**config.mk**
```make
export PLATFORM = sky130hd
export DESIGN_NAME = bec_ladder_feeder_flat
export DESIGN_NICKNAME = d
export VERILOG_FILES = /design/src/rtl/bec_ladder_feeder_if.sv /design/src/rtl/bec_ladder_feeder.sv /design/src/flat_wrapper.sv
export SDC_FILE = /design/constraint.sdc
export NUM_CORES = 2
export LEC_CHECK = 0
export ABC_AREA = 1
export ABC_CLOCK_PERIOD_IN_PS = 87300
export CAP_MARGIN = 20
export CELL_PAD_IN_SITES_DETAIL_PLACEMENT = 0
export CELL_PAD_IN_SITES_GLOBAL_PLACEMENT = 1
export CORE_MARGIN = 4
export CORE_UTILIZATION = 36
export CTS_BUF_LIST = sky130_fd_sc_hd__clkbuf_8
export CTS_CLUSTER_DIAMETER = 60
export DETAILED_ROUTE_END_ITERATION = 10
export PLACE_DENSITY_LB_ADDON = 0.12
export SLEW_MARGIN = 5
export SYNTH_ARGS = -nofsm -noshare
export SYNTH_HDL_FRONTEND = slang
export SYNTH_SLANG_ARGS = --single-unit
```
**constraint.sdc**
```tcl
create_clock -name clk -period 87.3 [get_ports clk]
set_clock_uncertainty 0.15 [all_clocks]
set_input_delay 13.095 -clock clk [delete_from_list [all_inputs] [get_ports clk]]
set_output_delay 13.095 -clock clk [all_outputs]
set_load 0.05 [all_outputs]
```
**src/rtl/bec_ladder_feeder_if.sv**
```systemverilog
// Host write/read port plus core download/upload signals of the ladder feeder.
// The slave modport is the feeder itself. The master modport is the surrounding
// environment, which is the host together with the ladder core.
interface bec_ladder_feeder_if #(
  parameter int W     = 163,
  parameter int BUS_W = 32
);
  logic             wr_valid;
  logic             wr_ready;
  logic [2:0]       wr_sel;
  logic [2:0]       wr_word;
  logic [BUS_W-1:0] wr_data;
  logic             start;
  logic             busy;
  logic             err;
  logic             res_valid;
  logic [3:0]       rd_sel;
  logic [BUS_W-1:0] rd_data;
  logic             load_data;
  logic             enable;
  logic             trigLoad;
  logic [2:0]       load_status;
  logic [W-1:0]     data_in;
  logic             ki;
  logic             next_key;
  logic [3:0]       becStatus;
  logic             done;
  logic [W-1:0]     data_out;

  modport master (
    output wr_valid, wr_sel, wr_word, wr_data, start, rd_sel,
    output next_key, becStatus, done, data_out,
    input  wr_ready, busy, err, res_valid, rd_data,
    input  load_data, enable, trigLoad, load_status, data_in, ki
  );

  modport slave (
    input  wr_valid, wr_sel, wr_word, wr_data, start, rd_sel,
    input  next_key, becStatus, done, data_out,
    output wr_ready, busy, err, res_valid, rd_data,
    output load_data, enable, trigLoad, load_status, data_in, ki
  );
endinterface

```
**src/rtl/bec_ladder_feeder.sv**
```systemverilog
// Host-side feeder for the GF(2^163) binary-Edwards ladder core.
// It assembles the operands and the key from 32-bit host words, then downloads
// them to the core. While the core runs, it streams key bits MSB-first on ki.
// When the core finishes, it captures the X and Z results for host read-back.
module bec_ladder_feeder #(
  parameter int W      = 163,
  parameter int BUS_W  = 32,
  parameter int NWORDS = 6
) (
  input  logic                clk,
  input  logic                rst,
  bec_ladder_feeder_if.slave  bus
);
  localparam int NSLOTS = 7;
  localparam int KEY    = 6;
  localparam int PADW   = NWORDS * BUS_W;

  localparam logic [2:0] IDLE   = 3'd0;
  localparam logic [2:0] REQ    = 3'd1;
  localparam logic [2:0] WAITDL = 3'd2;
  localparam logic [2:0] XFER   = 3'd3;
  localparam logic [2:0] EN     = 3'd4;
  localparam logic [2:0] RUN    = 3'd5;
  localparam logic [2:0] ULX    = 3'd6;
  localparam logic [2:0] ULZ    = 3'd7;

  logic [2:0]        state_q, state_d;
  logic [2:0]        idx_q;
  logic              err_q;
  logic              res_valid_q;
  logic [W-1:0]      res_x_q, res_z_q;
  logic [W-1:0]      slot_q [NSLOTS];
  logic [NWORDS-1:0] mask_q [NSLOTS];
  logic [NSLOTS-1:0] slot_loaded;
  logic              all_loaded;
  logic              wr_fire;
  logic              wr_hit;

  // Overlay one bus word onto a W-bit register. Any bits of the top word that
  // lie above W-1 fall off when the padded value is truncated back to W bits.
  function automatic logic [W-1:0] put_word(input logic [W-1:0] cur,
                                            input logic [2:0] w,
                                            input logic [BUS_W-1:0] d);
    logic [PADW-1:0] ext;
    ext = PADW'(cur);
    ext[w*BUS_W +: BUS_W] = d;
    return ext[W-1:0];
  endfunction

  function automatic logic [BUS_W-1:0] get_word(input logic [W-1:0] v,
                                                input logic [2:0] w);
    logic [PADW-1:0] ext;
    ext = PADW'(v);
    return ext[w*BUS_W +: BUS_W];
  endfunction

  // A slot counts as loaded once every one of its words has been written.
  for (genvar gi = 0; gi < NSLOTS; gi++) begin : gen_loaded
    assign slot_loaded[gi] = &mask_q[gi];
  end
  assign all_loaded = &slot_loaded;

  assign wr_fire = bus.wr_valid && (state_q == IDLE);
  assign wr_hit  = wr_fire && (bus.wr_sel != 3'd7) && (32'(bus.wr_word) < NWORDS);

  // Next-state logic for the download / run / upload sequence.
  always_comb begin
    state_d = state_q;
    case (state_q)
      IDLE:    if (bus.start && all_loaded) state_d = REQ;
      REQ:     state_d = WAITDL;
      WAITDL:  if (bus.becStatus[2]) state_d = XFER;
      XFER:    if (idx_q == 3'd5) state_d = EN;
      EN:      if (bus.becStatus[1]) state_d = RUN;
      RUN:     if (bus.done) state_d = ULX;
      ULX:     state_d = ULZ;
      default: state_d = IDLE;
    endcase
  end

  // FSM state, beat counter, error pulse and the captured results.
  always_ff @(posedge clk or posedge rst) begin
    if (rst) begin
      state_q     <= IDLE;
      idx_q       <= '0;
      err_q       <= 1'b0;
      res_valid_q <= 1'b0;
      res_x_q     <= '0;
      res_z_q     <= '0;
    end else begin
      state_q <= state_d;
      idx_q   <= (state_q == XFER) ? idx_q + 3'd1 : 3'd0;
      err_q   <= (state_q == IDLE) && bus.start && !all_loaded;
      if (state_q == ULX) res_x_q <= bus.data_out;
      if (state_q == ULZ) begin
        res_z_q     <= bus.data_out;
        res_valid_q <= 1'b1;
      end else if ((state_q == IDLE) && ((bus.start && all_loaded) || bus.wr_valid)) begin
        res_valid_q <= 1'b0;
      end
    end
  end

  // Operand/key storage: host writes in IDLE, key shifts on next_key in RUN,
  // and all loaded flags drop once a run has completed.
  always_ff @(posedge clk or posedge rst) begin
    if (rst) begin
      for (int i = 0; i < NSLOTS; i++) begin
        slot_q[i] <= '0;
        mask_q[i] <= '0;
      end
    end else begin
      if (wr_hit) begin
        slot_q[bus.wr_sel]              <= put_word(slot_q[bus.wr_sel], bus.wr_word, bus.wr_data);
        mask_q[bus.wr_sel][bus.wr_word] <= 1'b1;
      end
      if ((state_q == RUN) && bus.next_key)
        slot_q[KEY] <= {slot_q[KEY][W-2:0], 1'b0};
      if (state_q == ULZ)
        for (int i = 0; i < NSLOTS; i++) mask_q[i] <= '0;
    end
  end

  // Core-facing strobes and the operand mux. Outside the active phases, every
  // one of them is held at zero.
  always_comb begin
    bus.trigLoad    = 1'b0;
    bus.load_status = 3'd0;
    bus.data_in     = '0;
    case (state_q)
      XFER: begin
        bus.trigLoad    = 1'b1;
        bus.load_status = idx_q;
        bus.data_in     = (idx_q < 3'd6) ? slot_q[idx_q] : '0;
      end
      ULZ:     bus.load_status = 3'd1;
      default: ;
    endcase
  end

  // Host read-back: res_x words at 0..5, res_z words at 8..13, zero elsewhere.
  always_comb begin
    bus.rd_data = '0;
    if (32'(bus.rd_sel[2:0]) < NWORDS)
      bus.rd_data = get_word(bus.rd_sel[3] ? res_z_q : res_x_q, bus.rd_sel[2:0]);
  end

  assign bus.wr_ready  = (state_q == IDLE);
  assign bus.busy      = (state_q != IDLE);
  assign bus.err       = err_q;
  assign bus.res_valid = res_valid_q;
  assign bus.load_data = (state_q == REQ);
  assign bus.enable    = (state_q == EN);
  assign bus.ki        = slot_q[KEY][W-1];
endmodule

```
**src/flat_wrapper.sv**
```systemverilog
// flat-port wrapper written by rule: the top's interface ports become plain ports
module bec_ladder_feeder_flat 
#(
  parameter int W      = 163,
  parameter int BUS_W  = 32,
  parameter int NWORDS = 6
)
  (clk, rst, bus_wr_valid, bus_wr_sel, bus_wr_word, bus_wr_data, bus_start, bus_rd_sel, bus_next_key, bus_becStatus, bus_done, bus_data_out, bus_wr_ready, bus_busy, bus_err, bus_res_valid, bus_rd_data, bus_load_data, bus_enable, bus_trigLoad, bus_load_status, bus_data_in, bus_ki);
  bec_ladder_feeder_if #(.W(W), .BUS_W(BUS_W)) bus_i ();
  input  logic clk;
  input  logic rst;
  input wire logic [$bits(bus_i.wr_valid)-1:0] bus_wr_valid;
  input wire logic [$bits(bus_i.wr_sel)-1:0] bus_wr_sel;
  input wire logic [$bits(bus_i.wr_word)-1:0] bus_wr_word;
  input wire logic [$bits(bus_i.wr_data)-1:0] bus_wr_data;
  input wire logic [$bits(bus_i.start)-1:0] bus_start;
  input wire logic [$bits(bus_i.rd_sel)-1:0] bus_rd_sel;
  input wire logic [$bits(bus_i.next_key)-1:0] bus_next_key;
  input wire logic [$bits(bus_i.becStatus)-1:0] bus_becStatus;
  input wire logic [$bits(bus_i.done)-1:0] bus_done;
  input wire logic [$bits(bus_i.data_out)-1:0] bus_data_out;
  output wire logic [$bits(bus_i.wr_ready)-1:0] bus_wr_ready;
  output wire logic [$bits(bus_i.busy)-1:0] bus_busy;
  output wire logic [$bits(bus_i.err)-1:0] bus_err;
  output wire logic [$bits(bus_i.res_valid)-1:0] bus_res_valid;
  output wire logic [$bits(bus_i.rd_data)-1:0] bus_rd_data;
  output wire logic [$bits(bus_i.load_data)-1:0] bus_load_data;
  output wire logic [$bits(bus_i.enable)-1:0] bus_enable;
  output wire logic [$bits(bus_i.trigLoad)-1:0] bus_trigLoad;
  output wire logic [$bits(bus_i.load_status)-1:0] bus_load_status;
  output wire logic [$bits(bus_i.data_in)-1:0] bus_data_in;
  output wire logic [$bits(bus_i.ki)-1:0] bus_ki;
  assign bus_i.wr_valid = bus_wr_valid;
  assign bus_i.wr_sel = bus_wr_sel;
  assign bus_i.wr_word = bus_wr_word;
  assign bus_i.wr_data = bus_wr_data;
  assign bus_i.start = bus_start;
  assign bus_i.rd_sel = bus_rd_sel;
  assign bus_i.next_key = bus_next_key;
  assign bus_i.becStatus = bus_becStatus;
  assign bus_i.done = bus_done;
  assign bus_i.data_out = bus_data_out;
  assign bus_wr_ready = bus_i.wr_ready;
  assign bus_busy = bus_i.busy;
  assign bus_err = bus_i.err;
  assign bus_res_valid = bus_i.res_valid;
  assign bus_rd_data = bus_i.rd_data;
  assign bus_load_data = bus_i.load_data;
  assign bus_enable = bus_i.enable;
  assign bus_trigLoad = bus_i.trigLoad;
  assign bus_load_status = bus_i.load_status;
  assign bus_data_in = bus_i.data_in;
  assign bus_ki = bus_i.ki;
  bec_ladder_feeder #(.W(W), .BUS_W(BUS_W), .NWORDS(NWORDS)) u_core (.clk(clk), .rst(rst), .bus(bus_i));
endmodule
```
==> impl_metrics.yaml <==
worst_setup_path:
  crit_fanout: 32
  start_kind: "input pin"
  end_kind: "output pin"
  cp_data_required_time_ns: 74.06
  cp_slowest_cell: "clkdlybuf4s50_1"
  rr_worst_depth: 9
  path_cells: "clkdlybuf4s50_1 > buf_4 > inv_1 > buf_4 > a211oi_1 > o21ai_0 > nand2_1 > clkdlybuf4s50_1"
  critical_path_class: "input pin to output pin"
  critPathArrivalTime_ns: 16.58
  max_stage_delay_ns: 0.82
clock_tree:
  cts_root_buffer: "clkbuf_8"
  holdBufCountCts: 0
  path_clk_slew_ns: 0.06
  tritoncts: "built"
  clockBufferDepth: 4
  cts_num_sinks: 1517
  htree_levels: 5
  numCtsBuffers: 310
  cts_resized: 0
  cts_setup_buffers: 0
  clock_latency_ns: 1.04
floorplan:
  dieArea_sq_mm: 0.2404
  fp.dieH_um: 490.3
  pin_count: 421
  row_count: 176
  die_x_um: 490.3
  initial_core_util: 0.3629
  core_sq_mm: 0.2308
timing:
  fin_ws_ns: 57.48
  rsz0062_at_grt: "false"
  fmax_ghz: 0.03353
  hold_slack_ns: 0.3271
  slew_violations: 0
  finalCritPeriodShare: 0.3416
  min_period_ns: 29.82
  maxSlewHeadroom: 0.2015
  fin_setup_tns_ns: 0
  worst_slew_pin_slew_ns: 1.198
  setup_violations: 0
  hold_violations: 0
place:
  post-place-ws_ns: 57.36
  dpl_cell_area_sq_mm: 0.08933
  port_buffers: 418
  dp.cells: 14470
  gp_congestion: 0.8225
  dp_hpwl_um: 194700
flow_run:
  cap_viol_max_count: 0
routing:
  wirelength_um: 348400
  drc: 0
  dr.first_iter.drc_count: 8111
  avgRoutedWirePerCell_um: 23.22
  vias_per_cell: 5.458
  num_vias: 81910
  postRouteAntennaNets: 0
  dr.pass1.iters: 7
status:
  status: "finished, final reports clean"
global_routing:
  grt_pass1_vias: 78850
  grt_max_degree: 243
  grt_overflow: 0
  antenna_found_initial: 27
  grt_pass1_wl_um: 520300
  grt.total_usage: 0.2816
logic_synthesis:
  synth_top_family_by_area: "simple AND/OR/NAND/NOR gates"
  synth_warnings: 0
  yosysTopAreaCell: "dfrtp_1"
  ys_top_cells_by_area: "dfrtp_1 (45%), nand2_1 (17%), o21ai_0 (11%)"
  ys_ff_latch: 1517
  synth_xor_area_frac: 0.0002092
  synth-simple-area-share: 0.2358
  synth_area_per_cell_sq_um: 7.117
  synthCells: 11770
  muxShareOfSynthArea: 0
  synth-compound-area-share: 0.2157
  synthAdderAreaFrac: 0.001195
  synth_area_sq_mm: 0.08375
  mappedNetlistNets: 11990
  synth_seq_area_share: 0.4533
  synth_cell_types: 39
  synth_top_area_frac: 0.4533
pwr:
  p_leak_nw: 44.63
  power_density_mw_per_mm2: 32.37
  ir_drop_mv: 0.02314
  power.total_mw: 3.088
cells_and_area:
  postLayoutCellArea_sq_mm: 0.09541
  drive_above_1_share: 0.06059
  nets: 11980
  area_growth_syn_to_layout_pct: 13.92
  instances_no_fill: 15010
  post-route-util: 0.4134
hold_path:
  min_path_cells: 2
  holdCritPathClass: "register to register"
==> metal layers <==
layer | routed length, um | vias to the layer above | track usage
li1 | - | 38410 | -
met3 | 25190 | 591 | 0.04316
met5 | 13 | - | 0
met4 | 12010 | 2 | 0.09648
met2 | 155700 | 3170 | 0.4424
met1 | 155500 | 39740 | 0.3956
==> final timing paths <==
check | start | endpoint | slack (ns)
max | bus_rd_sel[1] | bus_rd_data[3] | 57.48
min | u_core.res_x_q[97] | u_core.res_x_q[97] | 0.33
max reg2reg | u_core.state_q[2] | u_core.slot_q[679] | 82.59
min reg2reg | u_core.res_x_q[97] | u_core.res_x_q[97] | 0.33
max in group asynchronous | rst | u_core.res_x_q[65] | 69.76
min in group asynchronous | rst | u_core.slot_q[354] | 12.49
==> cell usage in the layout, fill, tap and decap left out, drive strengths merged, types with 15 or more instances in the layout <==
cell type,synthesis,layout
a31oi,288,288
nand2,3837,3837
clkdlybuf4s50,0,412
dfrtp,1517,1517
o31a,125,125
nor2,472,472
o31ai,45,45
nand3,626,626
o211ai,97,97
clkbuf,583,392
diode,0,15
inv,1044,1159
buf,312,160
o21ai,2308,2308
o21a,50,50
a21oi,420,420
==> Yosys cell counts <==
cell and number:
nand2_1 3739, o21ai_0 1795, dfrtp_1 1517, inv_1 1030, nand3_1 623, clkbuf_1 581
o21ai_1 513, nor2_1 459, a21oi_1 420, a31oi_1 288, buf_2 180, o31a_1 125
o211ai_1 97, nand2_2 96, buf_1 76, o21a_1 50, o31ai_1 45, buf_6 29
buf_4 27, inv_2 14, nor3_1 9, ha_1 8, nor2_4 7, clkinv_1 6
nor2_2 6, nand4_1 5, o22ai_1 4, o32ai_1 4, clkbuf_2 2, nand2_4 2
nand3_4 2, a211oi_1 1, a311oi_1 1, clkinv_4 1, nand3_2 1, nor4_1 1
or2_2 1, xnor2_1 1, xor2_1 1
==> cell families (layout without fill, tap and decap cells) <==
group           Yosys count  in the layout
simple gates           4951           4951
compound gates         3343           3343
buf+inv                1946           2144
flops                  1517           1517
fa+ha+maj                 8              8
xor+xnor                  2              2
other cells               0             15
==> power breakdown <==
| part | total, mW | internal (mW) | leakage, nW | switching (mW) |
|---|---|---|---|---|
| clock | 0.738 | 0.406 | 3.49 | 0.332 |
| sequential | 1.24 | 1.04 | 18.5 | 0.200 |
| combinational | 1.11 | 0.376 | 22.7 | 0.738 |
==> sequential cells by signal (all words and copies together), names as in the netlist <==
signal and flops:
u_core.bus.err 1, u_core.bus.ki 1, u_core.bus.res_valid 1, u_core.idx_q 3
u_core.mask_q 42, u_core.res_x_q 163, u_core.res_z_q 163, u_core.slot_q 1140
u_core.state_q 3
==> final cells by class <==
type | count | area (sq um)
Inverter | 1051 | 4031
Clock buffer | 390 | 5368
Clock inverter | 129 | 609.3
Tap cell | 3026 | 3786
Multi-Input combinational cell | 8304 | 38020
Sequential cell | 1517 | 37970
Timing Repair Buffer | 574 | 5582
Fill cell | 24210 | 135400
Antenna cell | 15 | 37.54
==> critical path: cells and delay by family <==
kind | cells | cell delay (ns)
AND/OR/NAND/NOR | 1 | 0.10
AO/OA/AOI/OAI | 2 | 0.74
buffers and inverters | 5 | 2.58
Power figures use the tool's default switching activity.
